**config.mk**
```make
export PLATFORM = sky130hd
export DESIGN_NAME = fft_frame_packer_flat
export DESIGN_NICKNAME = d
export VERILOG_FILES = /design/src/rtl/fft_frame_packer_if.sv /design/src/rtl/fft_frame_packer.sv /design/src/flat_wrapper.sv
export SDC_FILE = /design/constraint.sdc
export NUM_CORES = 1
export LEC_CHECK = 0
export ABC_AREA = 1
export BUFFER_PORTS_ARGS = -buffer_cell sky130_fd_sc_hd__buf_4
export CAP_MARGIN = 10
export CORE_AREA = 8 8 103 96
export CTS_CLUSTER_SIZE = 40
export DETAILED_ROUTE_END_ITERATION = 7
export DIE_AREA = 0 0 111 104
export HOLD_SLACK_MARGIN = 0.03
export PLACE_DENSITY = 0.81
export SLEW_MARGIN = 20
export SYNTH_ARGS = -nofsm -noshare
export SYNTH_HDL_FRONTEND = slang
export SYNTH_SLANG_ARGS = --single-unit
export TNS_END_PERCENT = 20
```
**constraint.sdc**
```tcl
create_clock -name clk_line -period 3 [get_ports clk_line]
set_input_delay 0.6 -clock clk_line [delete_from_list [all_inputs] [get_ports clk_line]]
set_output_delay 0.6 -clock clk_line [all_outputs]
set_load 0.03 [all_outputs]
```
**src/rtl/fft_frame_packer_if.sv**
```systemverilog
// AXI-Stream lane bundle (valid/data/keep/last/ready) shared by the packer's input and output.
// The master modport drives the beat; the slave modport drives ready.
interface fft_frame_packer_if #(
    parameter int BW  = 32,
    parameter int BWB = BW / 8
);
    logic           TVALID;
    logic [BW-1:0]  TDATA;
    logic [BWB-1:0] TKEEP;
    logic           TLAST;
    logic           TREADY;

    modport master (output TVALID, output TDATA, output TKEEP, output TLAST, input TREADY);
    modport slave  (input TVALID, input TDATA, input TKEEP, input TLAST, output TREADY);
endinterface

```
**src/rtl/fft_frame_packer.sv**
```systemverilog
// Packs an AXI-Stream sample stream into fixed N-sample FFT frames, zero-padding short packets.
// Latency 1 cycle (single output register); input stalls whenever that register cannot load or padding runs.
module fft_frame_packer #(
    parameter int BW     = 32,
    parameter int BWB    = BW / 8,
    parameter int LOG2_N = 8
) (
    input  logic                  clk_line,
    input  logic                  clk_line_rst_low,
    input  logic                  plain_start_of_processing,
    fft_frame_packer_if.slave     s,
    fft_frame_packer_if.master    m,
    output logic [15:0]           frame_count,
    output logic [15:0]           short_count,
    output logic                  busy
);

    typedef enum logic [1:0] {IDLE, PASS, PAD} state_t;

    localparam logic [LOG2_N-1:0] CNT_LAST = '1;

    state_t            state_q, state_d;
    logic [LOG2_N-1:0] cnt_q, cnt_d;
    logic              m_vld_q, m_vld_d;
    logic [BW-1:0]     m_dat_q, m_dat_d;
    logic [BWB-1:0]    m_keep_q, m_keep_d;
    logic              m_last_q, m_last_d;
    logic [15:0]       frame_q, frame_d;
    logic [15:0]       short_q, short_d;

    logic load;
    logic s_rdy;
    logic accept;
    logic at_end;

    always_ff @(posedge clk_line or negedge clk_line_rst_low) begin
        if (!clk_line_rst_low) begin
            state_q  <= IDLE;
            cnt_q    <= '0;
            m_vld_q  <= 1'b0;
            m_dat_q  <= '0;
            m_keep_q <= '0;
            m_last_q <= 1'b0;
            frame_q  <= '0;
            short_q  <= '0;
        end else begin
            state_q  <= state_d;
            cnt_q    <= cnt_d;
            m_vld_q  <= m_vld_d;
            m_dat_q  <= m_dat_d;
            m_keep_q <= m_keep_d;
            m_last_q <= m_last_d;
            frame_q  <= frame_d;
            short_q  <= short_d;
        end
    end

    always_comb begin
        state_d  = state_q;
        cnt_d    = cnt_q;
        m_vld_d  = m_vld_q;
        m_dat_d  = m_dat_q;
        m_keep_d = m_keep_q;
        m_last_d = m_last_q;
        frame_d  = frame_q;
        short_d  = short_q;

        load   = !m_vld_q || m.TREADY;
        s_rdy  = (state_q == PASS) && load;
        accept = s.TVALID && s_rdy;
        at_end = (cnt_q == CNT_LAST);

        if (m_vld_q && m.TREADY && m_last_q) begin
            frame_d = frame_q + 16'd1;
        end

        case (state_q)
            IDLE: begin
                if (plain_start_of_processing) begin
                    state_d = PASS;
                end
            end
            PASS: begin
                if (load) begin
                    m_vld_d = accept;
                    if (accept) begin
                        m_dat_d  = s.TDATA;
                        m_keep_d = s.TKEEP;
                        m_last_d = at_end;
                        cnt_d    = cnt_q + LOG2_N'(1);
                        // A packet ending exactly on the frame boundary is a normal frame end.
                        if (s.TLAST && !at_end) begin
                            short_d = short_q + 16'd1;
                            state_d = PAD;
                        end
                    end
                end
            end
            PAD: begin
                if (load) begin
                    m_vld_d  = 1'b1;
                    m_dat_d  = '0;
                    m_keep_d = '1;
                    m_last_d = at_end;
                    cnt_d    = cnt_q + LOG2_N'(1);
                    if (at_end) begin
                        state_d = PASS;
                    end
                end
            end
            default: begin
                state_d = IDLE;
            end
        endcase
    end

    assign s.TREADY    = s_rdy;
    assign m.TVALID    = m_vld_q;
    assign m.TDATA     = m_dat_q;
    assign m.TKEEP     = m_keep_q;
    assign m.TLAST     = m_last_q;
    assign frame_count = frame_q;
    assign short_count = short_q;
    assign busy        = (state_q != IDLE);

endmodule

```
**src/flat_wrapper.sv**
```systemverilog
// flat-port wrapper written by rule: the top's interface ports become plain ports
module fft_frame_packer_flat 
#(
    parameter int BW     = 32,
    parameter int BWB    = BW / 8,
    parameter int LOG2_N = 8
)
  (clk_line, clk_line_rst_low, plain_start_of_processing, frame_count, short_count, busy, s_TVALID, s_TDATA, s_TKEEP, s_TLAST, s_TREADY, m_TVALID, m_TDATA, m_TKEEP, m_TLAST, m_TREADY);
  fft_frame_packer_if #(.BW(BW), .BWB(BWB)) s_i ();
  fft_frame_packer_if #(.BW(BW), .BWB(BWB)) m_i ();
  input  logic clk_line;
  input  logic clk_line_rst_low;
  input  logic plain_start_of_processing;
  output logic [15:0] frame_count;
  output logic [15:0] short_count;
  output logic busy;
  input wire logic [$bits(s_i.TVALID)-1:0] s_TVALID;
  input wire logic [$bits(s_i.TDATA)-1:0] s_TDATA;
  input wire logic [$bits(s_i.TKEEP)-1:0] s_TKEEP;
  input wire logic [$bits(s_i.TLAST)-1:0] s_TLAST;
  output wire logic [$bits(s_i.TREADY)-1:0] s_TREADY;
  output wire logic [$bits(m_i.TVALID)-1:0] m_TVALID;
  output wire logic [$bits(m_i.TDATA)-1:0] m_TDATA;
  output wire logic [$bits(m_i.TKEEP)-1:0] m_TKEEP;
  output wire logic [$bits(m_i.TLAST)-1:0] m_TLAST;
  input wire logic [$bits(m_i.TREADY)-1:0] m_TREADY;
  assign s_i.TVALID = s_TVALID;
  assign s_i.TDATA = s_TDATA;
  assign s_i.TKEEP = s_TKEEP;
  assign s_i.TLAST = s_TLAST;
  assign s_TREADY = s_i.TREADY;
  assign m_TVALID = m_i.TVALID;
  assign m_TDATA = m_i.TDATA;
  assign m_TKEEP = m_i.TKEEP;
  assign m_TLAST = m_i.TLAST;
  assign m_i.TREADY = m_TREADY;
  fft_frame_packer #(.BW(BW), .BWB(BWB), .LOG2_N(LOG2_N)) u_core (.clk_line(clk_line), .clk_line_rst_low(clk_line_rst_low), .plain_start_of_processing(plain_start_of_processing), .s(s_i), .m(m_i), .frame_count(frame_count), .short_count(short_count), .busy(busy));
endmodule
```
# Word level (Yosys, flattened, before mapping)
# Index checks and enable logic that the tools add are counted.
# W data, S select, Z words.
# classes
muxes,26
eq_ne,9
n_addsub,3
reduce_logical,15
# ops
cell,count
$mux W32,3
$pmux W32 S2,1
$add A16 B1 Y16 const B,2
$mux W8,3
$pmux W8 S2,1
$mux W2,6
$mux W4,3
$add A8 B1 Y8 const B,1
$eq A8 B8 Y1 const B,1
$ne A2 B1 Y1 const B,4
$pmux W4 S2,1
$reduce_and A4 Y1,2
$pmux W2 S3,1
$reduce_and A6 Y1,1
$logic_and A1 B1 Y1,5
$mux W1,5
$ne A2 B2 Y1 const B,2
$pmux W1 S2,2
$reduce_bool A2 Y1,2
$reduce_and A3 Y1,1
$eq A2 B1 Y1 const B,1
$eq A2 B2 Y1 const B,1
$logic_not A1 Y1,2
$logic_not A2 Y1,1
$logic_or A1 B1 Y1,1
# word_totals
reg_bits,80
out_inout_bits,72
wordCells,61
inputBits,42

# Depth between registers and ports, before layout
# Gate-level depths: netlist of run 1.
# depth
depth_word,7
depth_mapped,10
depth_no_buf,9

# Worst setup path before layout of run 1
# OpenSTA, ideal clock, no wires.
# synth_timing
kind,flip-flop to flip-flop
from,"register u_core.short_q[0], in the netlist u_core.short_count[0]"
to,"register u_core.short_q[14], in the netlist u_core.short_count[14]"
required_time_ns,2.883
t_arrival_ns,1.472
period_less_slack_ns,1.589
path_slack_ns,1.411
path_stages_with_launch,9
setup_time_ns,0.117
path_buffers,0
cell_sequence,dfrtp_1 > ha_1 > nand3_1 > nor2_1 > nand3_1 > nand2_1 > nand2_1 > nand2_1 > nand2_1
# synth_via
elab_chain_len,1
# synth_rtl
item,line_no,text
"start, declared",fft_frame_packer.sv:29,"logic [15:0] short_q, short_d;"
"start signal, assigned",fft_frame_packer.sv:54,short_q <= short_d;
$add A16 B1 Y16,fft_frame_packer.sv:93,short_d = short_q + 16'd1;
# No other way between the ends.
# A chain may end at the register's enable or synchronous reset.

# Final worst setup path of run 1
# layout_timing
from,register u_core.state_q[0]
to,"register u_core.m_last_q, in the netlist u_core.m.TLAST"
# layout_via
elab_chain_len,5
word_cells_on_any_way,10
classes_between,5 x eq/ne; 1 x mux; 4 x reduce/logical
# layout_rtl
item,line_no,text
"start, declared",fft_frame_packer.sv:22,"state_t state_q, state_d;"
"start signal, assigned",fft_frame_packer.sv:47,state_q <= state_d;
$eq A2 B1 Y1,"fft_frame_packer.sv:69, fft_frame_packer.sv:77",
$logic_and A1 B1 Y1,fft_frame_packer.sv:69,s_rdy = (state_q == PASS) && load;
$logic_and A1 B1 Y1,fft_frame_packer.sv:70,accept = s.TVALID && s_rdy;
$ne A2 B1 Y1 (no line),n/a,
$reduce_and A4 Y1 (no line),n/a,
"end signal, assigned",fft_frame_packer.sv:52,m_last_q <= m_last_d;
"end, declared",fft_frame_packer.sv:27,"logic m_last_q, m_last_d;"
# Several ways; a longest one is shown, not always the timed one.

==> results of run 1 <==
path summary, 6_finish.rpt:
path,from,to,cells past startpoint
max in group asynchronous,clk_line_rst_low,u_core.short_count[11],1
hold reg to reg,u_core.m.TKEEP[0],u_core.m.TKEEP[0],2
setup reg to reg,u_core.state_q[0],u_core.m.TLAST,6
setup / recovery,u_core.state_q[0],u_core.m.TLAST,6
hold / removal,clk_line_rst_low,u_core.frame_count[4],1
min in group clk_line,s_TDATA[3],u_core.m.TDATA[3],3
area by class of cell:
cell class,count,area (sq um)
Timing Repair Buffer,113,852
Tap cell,102,128
Fill cell,695,3300
Inverter,32,120
Multi-Input combinational cell,334,1600
Sequential cell,80,2000
Clock buffer,11,141
Clock inverter,5,62.6
worst register-to-register path, stage by stage, from the launching register on:
cell     delay [ns]
dfrtp_1        0.42
nor2_2         0.25
o21ai_1        0.16
nand2_4        0.39
inv_2          0.42
nand2_1        0.14
o21ai_0        0.09
cell families (layout without fill, tap and decap cells):
| group | after synthesis | in the layout | share of synthesized area, % |
|---|---|---|---|
| AO/OA/AOI/OAI | 24 | 24 | 3.75 |
| XOR/XNOR | 20 | 20 | 4.60 |
| adder cells (fa/ha/maj) | 3 | 3 | 0.986 |
| buffers and inverters | 46 | 161 | 5.45 |
| flip-flops | 80 | 80 | 52.6 |
| AND/OR/NAND/NOR | 287 | 287 | 32.6 |
stage by stage:
step	area, sq um	hold WS (ns)	total power, mW	worst slack (ns)	util [%]
detailed placement	4700	0.468	3.75	0.710	57.2
global placement	4700	0.457	3.67	0.780	57.2
CTS	4900	0.449	4.58	0.968	59.7
finish	4900	0.267	4.54	0.995	59.7
floorplan	3810	0.304	3.00	1.41	-
global route	4900	0.330	4.82	0.785	59.7
flip-flops by register name, summed over array words and instances (netlist names):
signal and cells:
u_core.m.TDATA 32, u_core.frame_count 16, u_core.m.TLAST 1, u_core.cnt_q 8, u_core.state_q 2, u_core.short_count 16, u_core.m.TKEEP 4, u_core.m.TVALID 1
Yosys cell counts (all sizes together):
master    n  share of area, %
a21boi    2              0.39
nor2     33               4.1
xnor2    12               2.8
a21o      1              0.20
nand3b    3              0.59
nand2   188                19
clkbuf    3              0.30
ha        3              0.99
nor3      3              0.39
nand4    13               2.1
or2       1              0.16
dfrtp    80                53
nand3    46               6.2
inv      32               3.2
buf      11               2.0
xor2      8               1.8
o21ai    21               3.2
power by group through the flow:
stage	Sequential (mW)	Clock (mW)	Combinational (mW)
after floorplan	2.22	0	0.774
after global placement	1.71	0	1.97
after detailed placement	1.71	0	2.03
after CTS	1.70	0.838	2.04
after global routing	1.75	0.888	2.18
final	1.71	0.818	2.01
metal layers:
layer  vias up  share of wire, %
met4         0               1.6
met2       104                47
li1       1677                 -
met1      1638                44
met3        14               6.6
met5         -                 0
==> results_dict.tcl, run 1 <==
set metrics [dict create \
    cp_cell_sequence "nor2_2 > o21ai_1 > nand2_4 > inv_2 > nand2_1 > o21ai_0" \
    cp_slowest_stage_delay_ns 0.42 \
    initialDrtViolationCount 191 \
    finalSetupViolCount 0 \
    postCtsSetupRepairBufs 0 \
    finalMaxSlewViolations 0 \
    detail_route.vias_per_cell 5.07 \
    gr-usage-met1_pct 21.1 \
    source_to_sink_clock_delay_at_the_later_pin_of_the_worst_skew_pair_ns 0.35 \
    cts_buffers 9 \
    syn-num-nets 505 \
    p_int_mw 2.52 \
    routed-via-count 3433 \
    top_usage_layer "met2" \
    cts.reportedPaths.clkPinSlew_ns 0.08 \
    grt_remaining_overflow 0 \
    synth_area_sq_um 3810 \
    first_global_vias 3379 \
    worst_setup_path_start_kind "flop" \
    post_route_cells_drive_above_1_share_pct 25.9 \
    final.period_utilization_pct 66.8 \
    die_width_um 111 \
    grt_antenna_before_repair 0 \
    cts_tree "built" \
    antenna_violating_nets_post_route 0 \
    critical_path_buffers_and_inverters 1 \
    grt_start_max_net_pins 81 \
    yosys_warnings 0 \
    worst-r2r-setup-slack_ns 1.0 \
    min_period_ns 2.00 \
    power.density_cell_area_nw_per_um2 925 \
    antenna_cells 0 \
    postCtsResizedCells 0 \
    grt_first_pass_wirelength_um 16300 \
    worst_path_required_time_ns 3.20 \
    drt_drc_violations_left 0 \
    final.setup.tns_ns 0 \
    maximum_vdd_ir_drop_mv 0.689 \
    cell_count_post_placement 661 \
    clkPwrFrac_pct 18.0 \
    core_area_sq_um 8210 \
    synth.distinct_cells 27 \
    fp-row-count 32 \
    finalClockSkew_ns 0.0128 \
    critPathKind "flop to flop" \
    gr-usage-met3_pct 5.25 \
    buffer_ports.inserted 113 \
    crit_path_top_delay_cell "dfrtp_1" \
    postSynthAreaPerCell_sq_um 8.28 \
    worstHoldPathType "primary input to asynchronous set/reset pin" \
    commonest_non_fill_non_tap_cell_in_the_layout "nand2_1" \
    worstPathMaxFanout 46 \
    groute.layer.met2.usage_pct 26.8 \
    wl_per_cell_um 14.5 \
    power_switching_mw 2.01 \
    synth_seq_cells 80 \
    dpl.hpwl_um 7150 \
    num-nets-final 615 \
    drv_cap 0 \
    arrival_ns 2.20 \
    cts_sinks 80 \
    drt_first_pass_iters 4 \
    power_frac_comb_pct 44.3 \
    finish.cell_count_without_fillers 677 \
    post_synth_inst_count 460 \
    top_cell_family_by_delay_on_the_critical_path "simple AND/OR/NAND/NOR gates" \
    cts_hold_buffers 0 \
    floorplan.initialDensity_pct 46.4 \
    totalWireLength_um 9810 \
    grt_setup_unrepaired "no" \
    relSlewSlack_pct 33.4 \
    power.switching_fraction_pct 44.4 \
    crit_end_element "flop" \
    die_height_um 104 \
    mostFrequentLayoutCells "nand2_1, buf_4, dfrtp_1" \
    power.sequential.fraction_pct 37.6 \
    num_io_pins 114 \
    max_h_tree_level 3 \
    hold_viol 0 \
    seq_area_frac_synth_pct 52.6 \
    cts-root-to-sink-buffers 2 \
    place_congestion 0.880 \
    outcome "finished clean" \
    die-area_sq_um 11500 \
    worst_slew_pin_slew_ns 0.997 \
    fmax_mhz 499 \
    area_growth_syn_to_layout_pct 28.8 \
    grt_usage_pct 16.9 \
    root_buffer "clkbuf_8" \
    leakage_nw 2.57 \
]
No activity file was read; power rests on OpenSTA's default activity.
==> inputs of run 2 (changes only) <==
CORE_AREA = 8 8 104 97   (was 8 8 103 96)
DIE_AREA = 0 0 112 105   (was 0 0 111 104)
PLACE_DENSITY = 0.83   (was 0.81)
clock period = 1.8 ns   (was 3 ns; I/O delays follow)
==> run 2 against run 1 <==
  * Clock power is 44% higher
  * Cell count is 1.2% higher
  * Largest power group unchanged
  * Largest cell class unchanged
  * Count of clock-buffer cells in the layout stayed put
  * Critical path type unchanged
  * Non-clock buffer count is 9 higher
  * Clock skew is 0.0022 ns lower
  * Combinational power is 74% higher
==> results_dict.tcl, run 2 (synthesis results as in run 1) <==
set metrics [dict create \
    area_growth_syn_to_layout_pct 30.7 \
    cp_slowest_stage_delay_ns 0.43 \
    cp_cell_sequence "ha_1 > inv_1 > nor2_1 > nand2_1 > nand2_1 > nor2_4 > buf_4 > xor2_1" \
    number_of_flip_flops_under_the_largest_register_name 32 \
    grt_start_max_net_pins 43 \
    post_route_cells_drive_above_1_share_pct 26.8 \
    num-nets-final 624 \
    finalClockSkew_ns 0.0106 \
    worstPathMaxFanout 15 \
    worst_path_required_time_ns 2.07 \
    initialDrtViolationCount 187 \
    num_io_pins 114 \
    place_congestion 0.813 \
    outcome "finished clean" \
    worst_r2r_endpoint "u_core.short_count[0]" \
    ff_to_ff_path_depth 8 \
    holdPathEnd "u_core.m.TDATA[1]" \
    final.setup.tns_ns 0 \
    hold_viol 0 \
    critical_path_buffers_and_inverters 2 \
    cell_count_post_placement 669 \
    drt_first_pass_iters 4 \
    timing.hold.worst.start "s_TDATA[1]" \
    core_area_sq_um 8330 \
    min_period_ns 1.64 \
    wl_per_cell_um 14.0 \
    drt_drc_violations_left 0 \
    relSlewSlack_pct 63.5 \
    crit_end_element "flop" \
    worst_setup_path_start_kind "flop" \
    root_buffer "clkbuf_8" \
    gr-usage-met1_pct 20.4 \
    finalSetupViolCount 0 \
    worst-r2r-setup-slack_ns 0.16 \
    source_to_sink_clock_delay_at_the_later_pin_of_the_worst_skew_pair_ns 0.34 \
    worstHoldPathType "primary input to flop" \
    drv_cap 0 \
    first_global_vias 3455 \
    power.density_cell_area_nw_per_um2 1500 \
    die_height_um 105 \
    finalMaxSlewViolations 0 \
    grt_first_pass_wirelength_um 16200 \
    detail_route.vias_per_cell 4.98 \
    antenna_cells 0 \
    postCtsResizedCells 0 \
    die_width_um 112 \
    top_usage_layer "met2" \
    cts.reportedPaths.clkPinSlew_ns 0.08 \
    cts_buffers 9 \
    routed-via-count 3409 \
    grt_remaining_overflow 0 \
    buffer_ports.inserted 113 \
    final_core_util_pct 59.7 \
    finish.cell_count_without_fillers 685 \
    critPathKind "flop to flop" \
    final.period_utilization_pct 91.1 \
    gr-usage-met3_pct 5.75 \
    dpl.hpwl_um 7260 \
    cts_tree "built" \
    grt_usage_pct 16.5 \
    cts_sinks 80 \
    antenna_violating_nets_post_route 0 \
    fp-row-count 32 \
    detailedPlace.worstSlack_ns 0.173 \
    crit_path_top_delay_cell "dfrtp_1" \
    cts-root-to-sink-buffers 2 \
    r2r-start "u_core.cnt_q[0]" \
    floorplan.initialDensity_pct 45.7 \
    max_h_tree_level 3 \
    crit_path_launch "u_core.cnt_q[0]" \
    worstHoldPathCells 3 \
    maximum_vdd_ir_drop_mv 0.795 \
    totalWireLength_um 9570 \
    arrival_ns 1.91 \
    groute.layer.met2.usage_pct 26.8 \
    dominant_cell_type_by_count_on_the_critical_path "nand2_1" \
    worst_slew_pin_slew_ns 0.547 \
    top_cell_family_by_delay_on_the_critical_path "simple AND/OR/NAND/NOR gates" \
    fmax_mhz 610 \
    die-area_sq_um 11800 \
    leakage_nw 2.61 \
    fin_ws_ns 0.160 \
    grt_setup_unrepaired "no" \
    commonest_non_fill_non_tap_cell_in_the_layout "nand2_1" \
    grt_antenna_before_repair 0 \
    mostFrequentLayoutCells "nand2_1, buf_4, dfrtp_1" \
]
## run 2: worst max path at each step
stage	slack, ns	to	cells after the start
after global routing	0.003	u_core.short_count[12]	9
after detailed placement	0.17	u_core.short_count[3]	9
after floorplan	0.21	u_core.short_count[14]	8
final	0.16	u_core.short_count[0]	8
after global placement	0.23	u_core.short_count[9]	8
after CTS	0.15	u_core.short_count[0]	8
## run 2: per-stage QoR
| step | power (mW) | area, sq um | hold slack, ns |
|---|---|---|---|
| global route | 7.98 | 4970 | 0.225 |
| CTS | 7.56 | 4970 | 0.221 |
| finish | 7.49 | 4970 | 0.232 |
| floorplan | 5.00 | 3810 | 0.0644 |
| detailed placement | 6.37 | 4790 | 0.386 |
| global placement | 6.26 | 4790 | 0.384 |
## run 2: final cells by class
| cell class | count | area, sq um |
|---|---|---|
| Fill cell | 717 | 3350 |
| Sequential cell | 80 | 2000 |
| Multi-Input combinational cell | 334 | 1600 |
| Timing Repair Buffer | 122 | 956 |
| Clock buffer | 11 | 141 |
| Tap cell | 102 | 128 |
| Inverter | 32 | 120 |
| Clock inverter | 4 | 30.0 |
## run 2: worst min-delay path, delay by kind of cell
| family | cells | cell delay, ns |
|---|---|---|
| AND/OR/NAND/NOR | 2 | 0.11 |
| buffers and inverters | 1 | 0.08 |
## run 2: power by group
part / switching (mW) / total, mW / internal (mW)
registers: 0.455 / 2.82 / 2.37
clock network: 0.639 / 1.18 / 0.537
logic: 2.24 / 3.49 / 1.25
## run 2: what timing repair did
item,4_1_cts,5_1_grt
hold buffers,1,0
hold endpoints to repair,40,0
setup buffers,0,0
## run 2: per-layer routing
metal	vias to the layer above	part of all wire, %
met4	0	1.2
met2	127	46
met1	1574	44
li1	1694	-
met5	-	0
met3	14	8.4
==> inputs of run 3 (changes only) <==
GPL_TIMING_DRIVEN = 0   (was default)
==> run 3 against run 2 <==
  * Cell count is 0.88% higher
  * Clock power up 6%
  * Hold slack worse by 0.21 ns
  * Design area about the same
  * First-iteration DRC count fell by 37%
  * Register-to-register slack improved by 0.07 ns
  * Global-route usage about the same
  * Clock skew increased by 0.0016 ns
  * Via count up 0.53%
  * Power increased by 0.51%
  * Sequential share of layout area barely moved
  * Sequential power barely moved
  * Highest routed layer unchanged
==> results_dict.tcl, run 3 (synthesis results as in run 1) <==
set metrics [dict create \
    source_to_sink_clock_delay_at_the_later_pin_of_the_worst_skew_pair_ns 0.35 \
    max_h_tree_level 3 \
    antenna_cells 0 \
    initialDrtViolationCount 117 \
    worst_path_required_time_ns 1.44 \
    final.period_utilization_pct 89.6 \
    detailedPlace.worstSlack_ns 0.236 \
    antenna_violating_nets_post_route 0 \
    r2r-start "u_core.cnt_q[0]" \
    finalSetupViolCount 0 \
    worst_r2r_endpoint "u_core.short_count[7]" \
    cts_sinks 80 \
    grt_antenna_before_repair 0 \
    final.setup.tns_ns 0 \
    grt_setup_unrepaired "no" \
    finalMaxSlewViolations 0 \
    cts-root-to-sink-buffers 2 \
    cts_buffers 9 \
    floorplan.initialDensity_pct 45.7 \
    first_global_vias 3467 \
    drt_drc_violations_left 0 \
    die_height_um 105 \
    area_growth_syn_to_layout_pct 30.7 \
    buffer_ports.inserted 113 \
    min_period_ns 1.61 \
    postCtsSetupRepairBufs 0 \
    dpl.hpwl_um 7320 \
    fp-row-count 32 \
    worst_setup_path_start_kind "flop" \
    worst_slew_pin_slew_ns 0.723 \
    multi_input_comb_area_sq_um 1600 \
    worstHoldPathType "primary input to asynchronous set/reset pin" \
    final_cell_area_sq_um 4980 \
    grt_remaining_overflow 0 \
    layout.filler_cells 733 \
    hold_viol 0 \
    cts.reportedPaths.clkPinSlew_ns 0.08 \
    ff_to_ff_path_depth 10 \
    postCtsResizedCells 0 \
    dpl_cell_area_sq_um 4780 \
    mostFrequentLayoutCells "nand2_1, buf_4, dfrtp_1" \
    leakage_nw 2.61 \
    die-area_sq_um 11800 \
    drv_cap 0 \
    grt_start_max_net_pins 81 \
    commonest_non_fill_non_tap_cell_in_the_layout "nand2_1" \
    critPathKind "flop to output pin" \
    detail_route.vias_per_cell 4.96 \
    maximum_vdd_ir_drop_mv 0.830 \
    crit_end_element "output pin" \
    wl_per_cell_um 13.9 \
    arrival_ns 1.25 \
    relSlewSlack_pct 51.8 \
    post_route_cells_drive_above_1_share_pct 27.3 \
    worstPathMaxFanout 3 \
    fin_ws_ns 0.187 \
    grt_usage_pct 16.5 \
    root_buffer "clkbuf_8" \
    num_io_pins 114 \
    finalClockSkew_ns 0.0122 \
    power.density_cell_area_nw_per_um2 1510 \
    worst-r2r-setup-slack_ns 0.23 \
    grt_first_pass_wirelength_um 16200 \
    place_congestion 0.831 \
    drt_first_pass_iters 4 \
    number_of_flip_flops_under_the_largest_register_name 32 \
    routed-via-count 3427 \
    fmax_mhz 620 \
    cts_tree "built" \
    core_area_sq_um 8330 \
    sequential_cell_area_sq_um 2000 \
    num-nets-final 629 \
    cts_hold_buffers 0 \
    outcome "finished clean" \
    totalWireLength_um 9570 \
    die_width_um 112 \
    p_total_mw 7.52 \
]
-- run 3: cell types whose count changed in the layout (fill, tap and decap cells not counted), moves of 2 or more --
cell / before / now
buf_6: 0 / 2
buf_4: 118 / 112
clkbuf_1: 1 / 3
buf_12: 3 / 1
buf_2: 0 / 9
clkinvlp_4: 1 / 3
-- run 3: report_power, final --
| group | switching [mW] | internal (mW) | total, mW |
|---|---|---|---|
| logic | 2.23 | 1.23 | 3.46 |
| registers | 0.446 | 2.37 | 2.81 |
| clock network | 0.698 | 0.555 | 1.25 |
-- run 3: worst max-delay path by stage --
stage	start	endpoint	slack, ns	cells after the start
after floorplan	u_core.short_count[0]	u_core.short_count[14]	0.21	8
after detailed placement	u_core.cnt_q[0]	u_core.short_count[15]	0.24	10
final	u_core.state_q[1]	s_TREADY	0.19	4
after CTS	u_core.state_q[1]	s_TREADY	0.17	4
after global placement	u_core.cnt_q[0]	u_core.short_count[15]	0.26	10
after global routing	u_core.short_count[0]	u_core.short_count[14]	0.01	8
-- run 3: cell type report --
cell class | count | area share (%)
Timing Repair Buffer | 113 | 17.1
Clock buffer | 10 | 2.77
Tap cell | 102 | 2.56
Sequential cell | 80 | 40.2
Buffer | 14 | 1.76
Clock inverter | 6 | 1.03
Multi-Input combinational cell | 334 | 32.1
Inverter | 32 | 2.41
-- run 3: worst max-delay path: stages, from the launching register on --
cell,delay (ns)
dfrtp_1,0.38
inv_1,0.11
nand2_2,0.09
nor2_4,0.15
buf_4,0.19
-- run 3: routing by layer --
metal	wire length [um]	part of all wire, %	global-route usage, %	up-vias
li1	-	-	-	1712
met3	769	8.0	6.04	10
met1	4270	45	20.3	1608
met4	90	0.94	4.81	0
met5	0	0	0	-
met2	4440	46	26.8	97
-- run 3: stage by stage --
step,instances,hold slack (ns),util (%)
2_1_floorplan,460,0.0644,-
3_3_place_gp,675,0.457,57.4
3_5_place_dp,675,0.466,57.4
4_1_cts,691,0.206,59.7
5_1_grt,691,0.0804,59.8
6_report,691,0.0176,59.8
